[config.mk]
export PLATFORM = sky130hd
export DESIGN_NAME = led_fader
export DESIGN_NICKNAME = d
export VERILOG_FILES = /design/src/rtl/led_fader_pkg.sv /design/src/rtl/led_fader_channel.sv /design/src/rtl/led_fader.sv
export SDC_FILE = /design/constraint.sdc
export NUM_CORES = 1
export LEC_CHECK = 0
export BUFFER_PORTS_ARGS = -buffer_cell sky130_fd_sc_hd__buf_2
export CAP_MARGIN = 20
export CORE_AREA = 2 2 104 106
export CTS_BUF_LIST = sky130_fd_sc_hd__clkbuf_8 sky130_fd_sc_hd__clkbuf_16
export DETAILED_ROUTE_END_ITERATION = 16
export DIE_AREA = 0 0 106 108
export GPL_TIMING_DRIVEN = 0
export PLACE_DENSITY = 0.71
export SETUP_SLACK_MARGIN = 0.02
export SYNTH_ARGS = -nofsm -noshare
export SYNTH_HDL_FRONTEND = slang
export SYNTH_HIERARCHICAL = 1
export SYNTH_SLANG_ARGS = --single-unit
[constraint.sdc]
create_clock -name clk -period 3.3 [get_ports clk]
set_input_delay 0.66 -clock clk [delete_from_list [all_inputs] [get_ports clk]]
set_output_delay 0.66 -clock clk [all_outputs]
set_load 0.02 [all_outputs]
[src/rtl/led_fader_pkg.sv]
// Shared types and helpers for the LED fader.
// Build option: define LED_FADER_GAMMA_EN to render brightness through a
// square-law gamma curve instead of a linear duty cycle.
package led_fader_pkg;

    // Default level/PWM width. The top and the channels may be built at a
    // different width through their PWM_BITS parameter.
    localparam int unsigned DEFAULT_PWM_BITS = 8;

    // Width used for the saturating arithmetic. It is one bit wider than the
    // largest supported level, so a sum never wraps. This covers PWM_BITS up
    // to 16.
    localparam int unsigned SAT_W = 17;

    typedef logic [DEFAULT_PWM_BITS-1:0] level_t;
    typedef logic [SAT_W-1:0]            sat_t;

    localparam level_t LEVEL_MAX = '1;

    // Moves a level one fade step toward full-on (up=1) or toward off (up=0).
    // The result clamps at max_level on the way up and at 0 on the way down.
    function automatic sat_t sat_step(input sat_t level, input logic up,
                                      input sat_t step, input sat_t max_level);
        sat_t sum;
        sum = level + step;
        if (up) begin
            sat_step = (sum > max_level) ? max_level : sum;
        end else begin
            sat_step = (level > step) ? (level - step) : '0;
        end
    endfunction

endpackage

[src/rtl/led_fader_channel.sv]
// One LED channel: a brightness level register with a saturating fade, an
// optional gamma mapping, and the PWM compare that drives the pin.
// Build option: LED_FADER_GAMMA_EN selects duty = level^2 >> PWM_BITS.
module led_fader_channel
    import led_fader_pkg::*;
#(
    parameter int unsigned PWM_BITS  = 8,
    parameter int unsigned FADE_STEP = 8
) (
    input  logic                clk,
    input  logic                rst,
    input  logic                tick_i,
    input  logic                target_i,
    input  logic [PWM_BITS-1:0] pwm_cnt_i,
    output logic                led_o
);

    localparam logic [PWM_BITS-1:0] LVL_MAX = '1;

    logic [PWM_BITS-1:0] level_q, level_d;
    logic [PWM_BITS-1:0] duty;
    logic                led_q, led_d;

    // Next level: hold between ticks, step toward the target on a tick.
    always_comb begin
        // NOTE: every combinational output gets a default first so that no
        // path through the block leaves it unassigned and infers a latch.
        level_d = level_q;
        if (tick_i) begin
            level_d = PWM_BITS'(sat_step(sat_t'(level_q), target_i,
                                         sat_t'(FADE_STEP), sat_t'(LVL_MAX)));
        end
    end

`ifdef LED_FADER_GAMMA_EN
    logic [2*PWM_BITS-1:0] level_sq;

    // Square-law gamma: keep the upper half of level*level.
    always_comb begin
        level_sq = {{PWM_BITS{1'b0}}, level_q} * {{PWM_BITS{1'b0}}, level_q};
        duty     = level_sq[2*PWM_BITS-1:PWM_BITS];
    end
`else
    assign duty = level_q;
`endif

    // PWM compare. A full-scale level is forced solid on, whatever the duty.
    always_comb begin
        led_d = (duty > pwm_cnt_i) || (level_q == LVL_MAX);
    end

    // Level and output registers.
    always_ff @(posedge clk) begin
        // NOTE: sequential state is written with non-blocking assignments so
        // every register samples the values from before this edge.
        if (rst) begin
            level_q <= '0;
            led_q   <= 1'b0;
        end else begin
            level_q <= level_d;
            led_q   <= led_d;
        end
    end

    assign led_o = led_q;

endmodule

[src/rtl/led_fader.sv]
// LED fader top level. It holds the pattern register, the fade prescaler,
// the shared PWM counter and the fade_tick debug pulse, and it instantiates
// one led_fader_channel per LED.
// Build option: LED_FADER_GAMMA_EN enables gamma mapping in every channel.
module led_fader
    import led_fader_pkg::*;
#(
    parameter int unsigned N_LEDS        = 5,
    parameter int unsigned PWM_BITS      = DEFAULT_PWM_BITS,
    parameter int unsigned FADE_DIV_LOG2 = 16,
    parameter int unsigned FADE_STEP     = 8
) (
    input  logic              clk,
    input  logic              rst,
    input  logic [N_LEDS-1:0] pattern,
    output logic [N_LEDS-1:0] led,
    output logic              fade_tick
);

    logic [N_LEDS-1:0]        pattern_q;
    logic [FADE_DIV_LOG2-1:0] presc_q, presc_d;
    logic [PWM_BITS-1:0]      pwm_cnt_q, pwm_cnt_d;
    logic                     fade_tick_q;
    logic                     tick;

    // Free-running counters and the internal tick (prescaler all-ones).
    always_comb begin
        presc_d   = presc_q + 1'b1;
        pwm_cnt_d = pwm_cnt_q + 1'b1;
        tick      = (presc_q == '1);
    end

    // Pattern, prescaler, PWM counter and the registered tick pulse.
    always_ff @(posedge clk) begin
        // NOTE: reset is synchronous; only control and counter registers sit
        // behind it here, and the same reset clears the level registers inside
        // the channels.
        if (rst) begin
            pattern_q   <= '0;
            presc_q     <= '0;
            pwm_cnt_q   <= '0;
            fade_tick_q <= 1'b0;
        end else begin
            pattern_q   <= pattern;
            presc_q     <= presc_d;
            pwm_cnt_q   <= pwm_cnt_d;
            fade_tick_q <= tick;
        end
    end

    for (genvar i = 0; i < N_LEDS; i++) begin : gen_chan
        led_fader_channel #(
            .PWM_BITS (PWM_BITS),
            .FADE_STEP(FADE_STEP)
        ) u_chan (
            .clk      (clk),
            .rst      (rst),
            .tick_i   (tick),
            .target_i (pattern_q[i]),
            .pwm_cnt_i(pwm_cnt_q),
            .led_o    (led[i])
        );
    end

    assign fade_tick = fade_tick_q;

endmodule

## Word level (Yosys, flattened, before mapping)

Index checks and enable logic that the tools add are counted.
W data, S select, Z words.

| storage, ports and cells | value |
|---|---|
| bits in registers | 75 |
| logic and storage cells | 67 |

| cells by class | value |
|---|---|
| $add $sub $neg | 12 |
| $lt $le $gt $ge | 15 |
| equal/unequal tests | 6 |
| mux-type cells | 15 |
| reductions and logical operators | 5 |

Operators with widths:

| cell | count |
|---|---|
| $mux W8 | 15 |
| $add A8 B4 Y9 const B | 5 |
| $gt A9 B8 Y1 const B | 5 |
| $eq A8 B8 Y1 const B | 5 |
| $gt A8 B4 Y1 const B | 5 |
| $gt A8 B8 Y1 | 5 |
| $sub A8 B4 Y8 const B | 5 |
| $add A16 B1 Y16 const B | 1 |
| $eq A16 B16 Y1 const B | 1 |
| $add A8 B1 Y8 const B | 1 |
| $logic_or A1 B1 Y1 | 5 |

## Logic depth before layout (Yosys ltp)

| logic depth | value |
|---|---|
| depth in word-level cells | 4 |
| gate-level depth with buffers | 8 |
| mapped depth without buffers | 7 |

## By module

Netlist, hierarchy kept.

Modules (own cells, without submodules):

| module | times used | cells an instance | area an instance (um^2) | seq. area each (um^2) |
|---|---|---|---|---|
| led_fader_channel | 5 | 101 | 762.0 | 140.1 |
| led_fader | 1 | 126 | 1201.2 | 600.6 |

## Least setup slack after synthesis

Ideal clock, no wire load.

| timing path | value |
|---|---|
| path kind | reg2reg |
| start point | register presc_q[0] |
| end point | register gen_chan[0].u_chan.level_q[6] |
| arrival | 1.937 ns |
| required time | 3.172 ns |
| path slack | 1.235 ns |
| cell stages (with the launch flop) | 9 |
| path buffers | 1 |
| period minus slack after synthesis | 2.065 ns |
| cell sequence | dfxtp_1 > ha_1 > nand3_2 > nor3_1 > and3_1 > clkbuf_1 > nand3_1 > o22ai_1 > nor3_1 |

| on the way | value |
|---|---|
| longest elaborated chain between the ends | 1 |

RTL lines:

| what | line | text |
|---|---|---|
| start, declared | led_fader.sv:21 | `logic [FADE_DIV_LOG2-1:0] presc_q, presc_d;` |
| start signal, assigned | led_fader.sv:45 | `presc_q <= presc_d;` |
| $eq A16 B16 Y1 | led_fader.sv:30 | `tick = (presc_q == '1);` |
| named net tick | led_fader.sv:24 | `logic tick;` |
| end signal, assigned | led_fader_channel.sv:60 | `level_q <= level_d;` |
| end, declared | led_fader_channel.sv:20 | `logic [PWM_BITS-1:0] level_q, level_d;` |

The timed path passes the listed nets, and every way through them passes these cells.
A chain may end at the register's enable or synchronous reset.

## Final worst setup path

| timing path | value |
|---|---|
| start point | register presc_q[0] |
| end point | register gen_chan[3].u_chan.level_q[4] |

| on the way | value |
|---|---|
| longest elaborated chain between the ends | 1 |

RTL lines:

| what | line |
|---|---|
| $eq A16 B16 Y1 | led_fader.sv:30 |
| named net tick | led_fader.sv:24 |
| end signal, assigned | led_fader_channel.sv:60 |
| end, declared | led_fader_channel.sv:20 |

The timed path passes the listed nets, and every way through them passes these cells.

==> reports/metrics.cfg <==
[synthesis]
async_reset_ff_frac=0
netlist_top_cells_count=inv_1, dfxtp_1, ha_1, a21oi_1, nor2_1
synth_top_area_cell=dfxtp_1
ys.flop_type=dfxtp_1
synth_cell_type_count=44
syn_avg_cell_area_um2=7.94
yosys_register_bits=65
synth_top_cell_area_share=0.260
postSynthNetCount=695
synth_edf_count=0
syn_area_um2=5010
yosys_warnings=6
synth.area.top_cells=dfxtp_1, ha_1, a21oi_1
ys_seq_area_frac=0.260
yosysMostFrequentCell=inv_1
syn_inst=631

[setup_path]
required_ps=3560
critPathBufInv=1
path_cells=ha_1, nand3_2, nor3_1, and3_1, clkbuf_1, nor2_1, a311oi_1
reg2reg_from=presc_q[0]
critPathMaxFanout=15
worst_path_max_delay_cell=and3_1
cp_top_family=simple AND/OR/NAND/NOR gates
crit_start=presc_q[0]
worstPathArrival_ps=2940
crit_type=flip-flop to flip-flop
max_stage_delay_ps=640
start_kind=flip-flop
endpoint_kind=flip-flop

[pwr]
leakage_nw=2.04
p_per_area_nw_per_um2=319
vdd_ir_drop_max_uv=214

[global_route]
grt_pass1_wl_um=20200
grt.overflow.total=0
grt_pass1_vias=4514
grt_max_degree=16
antenna_found_initial=0
track_usage=0.215

[clock_network]
htree_levels=3
root_buffer=clkbuf_8
ctsResizeCount=0
cts_hold_buf=0
clkSinkCount=65
cts.path.max_buffers=2
postCtsSetupRepairBufs=0
clk_transition_reported_paths_ps=80
clk_latency_ps=350
cts_tree=built
cts_buffers=9

[finish]
diodes=0
num-nets-final=718
fill_cells=979
finalNonFillerCells=795
syn_to_final_growth_pct=9.11
drive_gt1_frac=0.100

[placed_design]
place_congestion=0.880
dp_hpwl_um=8550
io_buffers=12
dp_cells=779

[floorplanning]
std_cell_rows=37
dieHeight_um=108
die-area_um2=11400
core_area_um2=10200
die_width_um=106
start_util=0.490
ios=13

[routing]
wl_per_cell_um=15.0
drtIter0Drc=237
vias=4711
postRouteAntennaNets=0
vias_per_cell=5.93
drt_wl_total_um=11900
dr.pass1.iters=7
route.detailed.drc=0

[timing]
fmax_ghz=0.372
finalMaxSlewViolations=0
finalCriticalPeriod_ps=2690
setup_tns_ps=0
period_share=0.814
hold_viol=0
setup_violations=0
rsz0062_at_grt=false
slew_headroom=0.490
fin_skew_ps=11.9
tightestPinTransition_ps=765

[worst_hold_path]
min_path_type=flip-flop to flip-flop
hp-start=presc_q[0]

[run]
drv_cap=0

[status]
outcome=finished clean

[cell type report]
class,instances,area [um2],share of cell area
buffer,23,136,0.0249
clock buffer,9,124,0.0227
clock inverter,7,103,0.0188
inverter,69,259,0.0474
multi-input combinational,474,3310,0.606
sequential,65,1300,0.238
tap,136,170,0.0311
timing repair buffer,12,60.1,0.0110
[per-layer routing]
layer	vias to the layer above	wire (um)	global-route usage
met1	2249	5510	0.259
met5	-	0	0
li1	2367	-	-
met3	17	336	0.0283
met4	0	170	0.0912
met2	78	5900	0.385
[layout by cell type (no fill, tap or decap), types with 12 or more instances in the layout]
cell       n
nand3_1   36
nand2_1   40
nor2_1    43
inv_1     69
o21ai_0   30
nand4_1   13
nor2b_1   20
ha_1      57
dfxtp_1   65
clkbuf_1  12
buf_2     12
clkbuf_8  14
a21oi_1   55
nor3_1    26
[kinds of logic (layout without fill, tap and decap cells)]
kind of cell               Yosys count  after routing  share of synthesized area
DFF                                 65             65                      0.260
and+or+nand+nor                    237            237                      0.261
buffers and inverters               92            120                     0.0789
AOI/OAI and AO/OA                  165            165                      0.230
xor gates and xnor gates            11             11                     0.0192
muxes                                4              4                    0.00899
adders and majority gates           57             57                      0.142
[sequential cells by signal, indices dropped and copies added, names as in the netlist]
name                   count
gen_chan.u_chan/duty      30
presc_q                   16
pwm_cnt_q                  8
gen_chan.u_chan/led_o      5
pattern_q                  5
fade_tick                  1
[final timing paths]
kind,to,slack [ps],cells past startpoint
setup / recovery,gen_chan[3].u_chan/duty[4],610,7
hold / removal,presc_q[0],480,1
setup reg to reg,gen_chan[3].u_chan/duty[4],610,7
hold reg to reg,presc_q[0],480,1
[report_power, final]
group | switching (mW) | leakage (nW) | internal (mW) | total (mW)
registers | 0.0180 | 0.527 | 0.799 | 0.817
logic | 0.0851 | 1.40 | 0.0560 | 0.141
clock network | 0.354 | 0.110 | 0.433 | 0.787
total | 0.457 | 2.04 | 1.29 | 1.74
[stage by stage]
stage | util | worst slack [ps] | instance area (um2) | hold WS [ps] | total power [mW]
finish | 0.534 | 614 | 5470 | 481 | 1.75
global route | 0.534 | 300 | 5470 | 508 | 1.81
CTS | 0.534 | 601 | 5470 | 484 | 1.76
detailed placement | 0.512 | 647 | 5240 | 470 | 0.976
global placement | 0.512 | 724 | 5240 | 454 | 0.967
floorplan | - | 1240 | 5010 | 440 | 0.931
No activity file was read; power rests on OpenSTA's default activity.
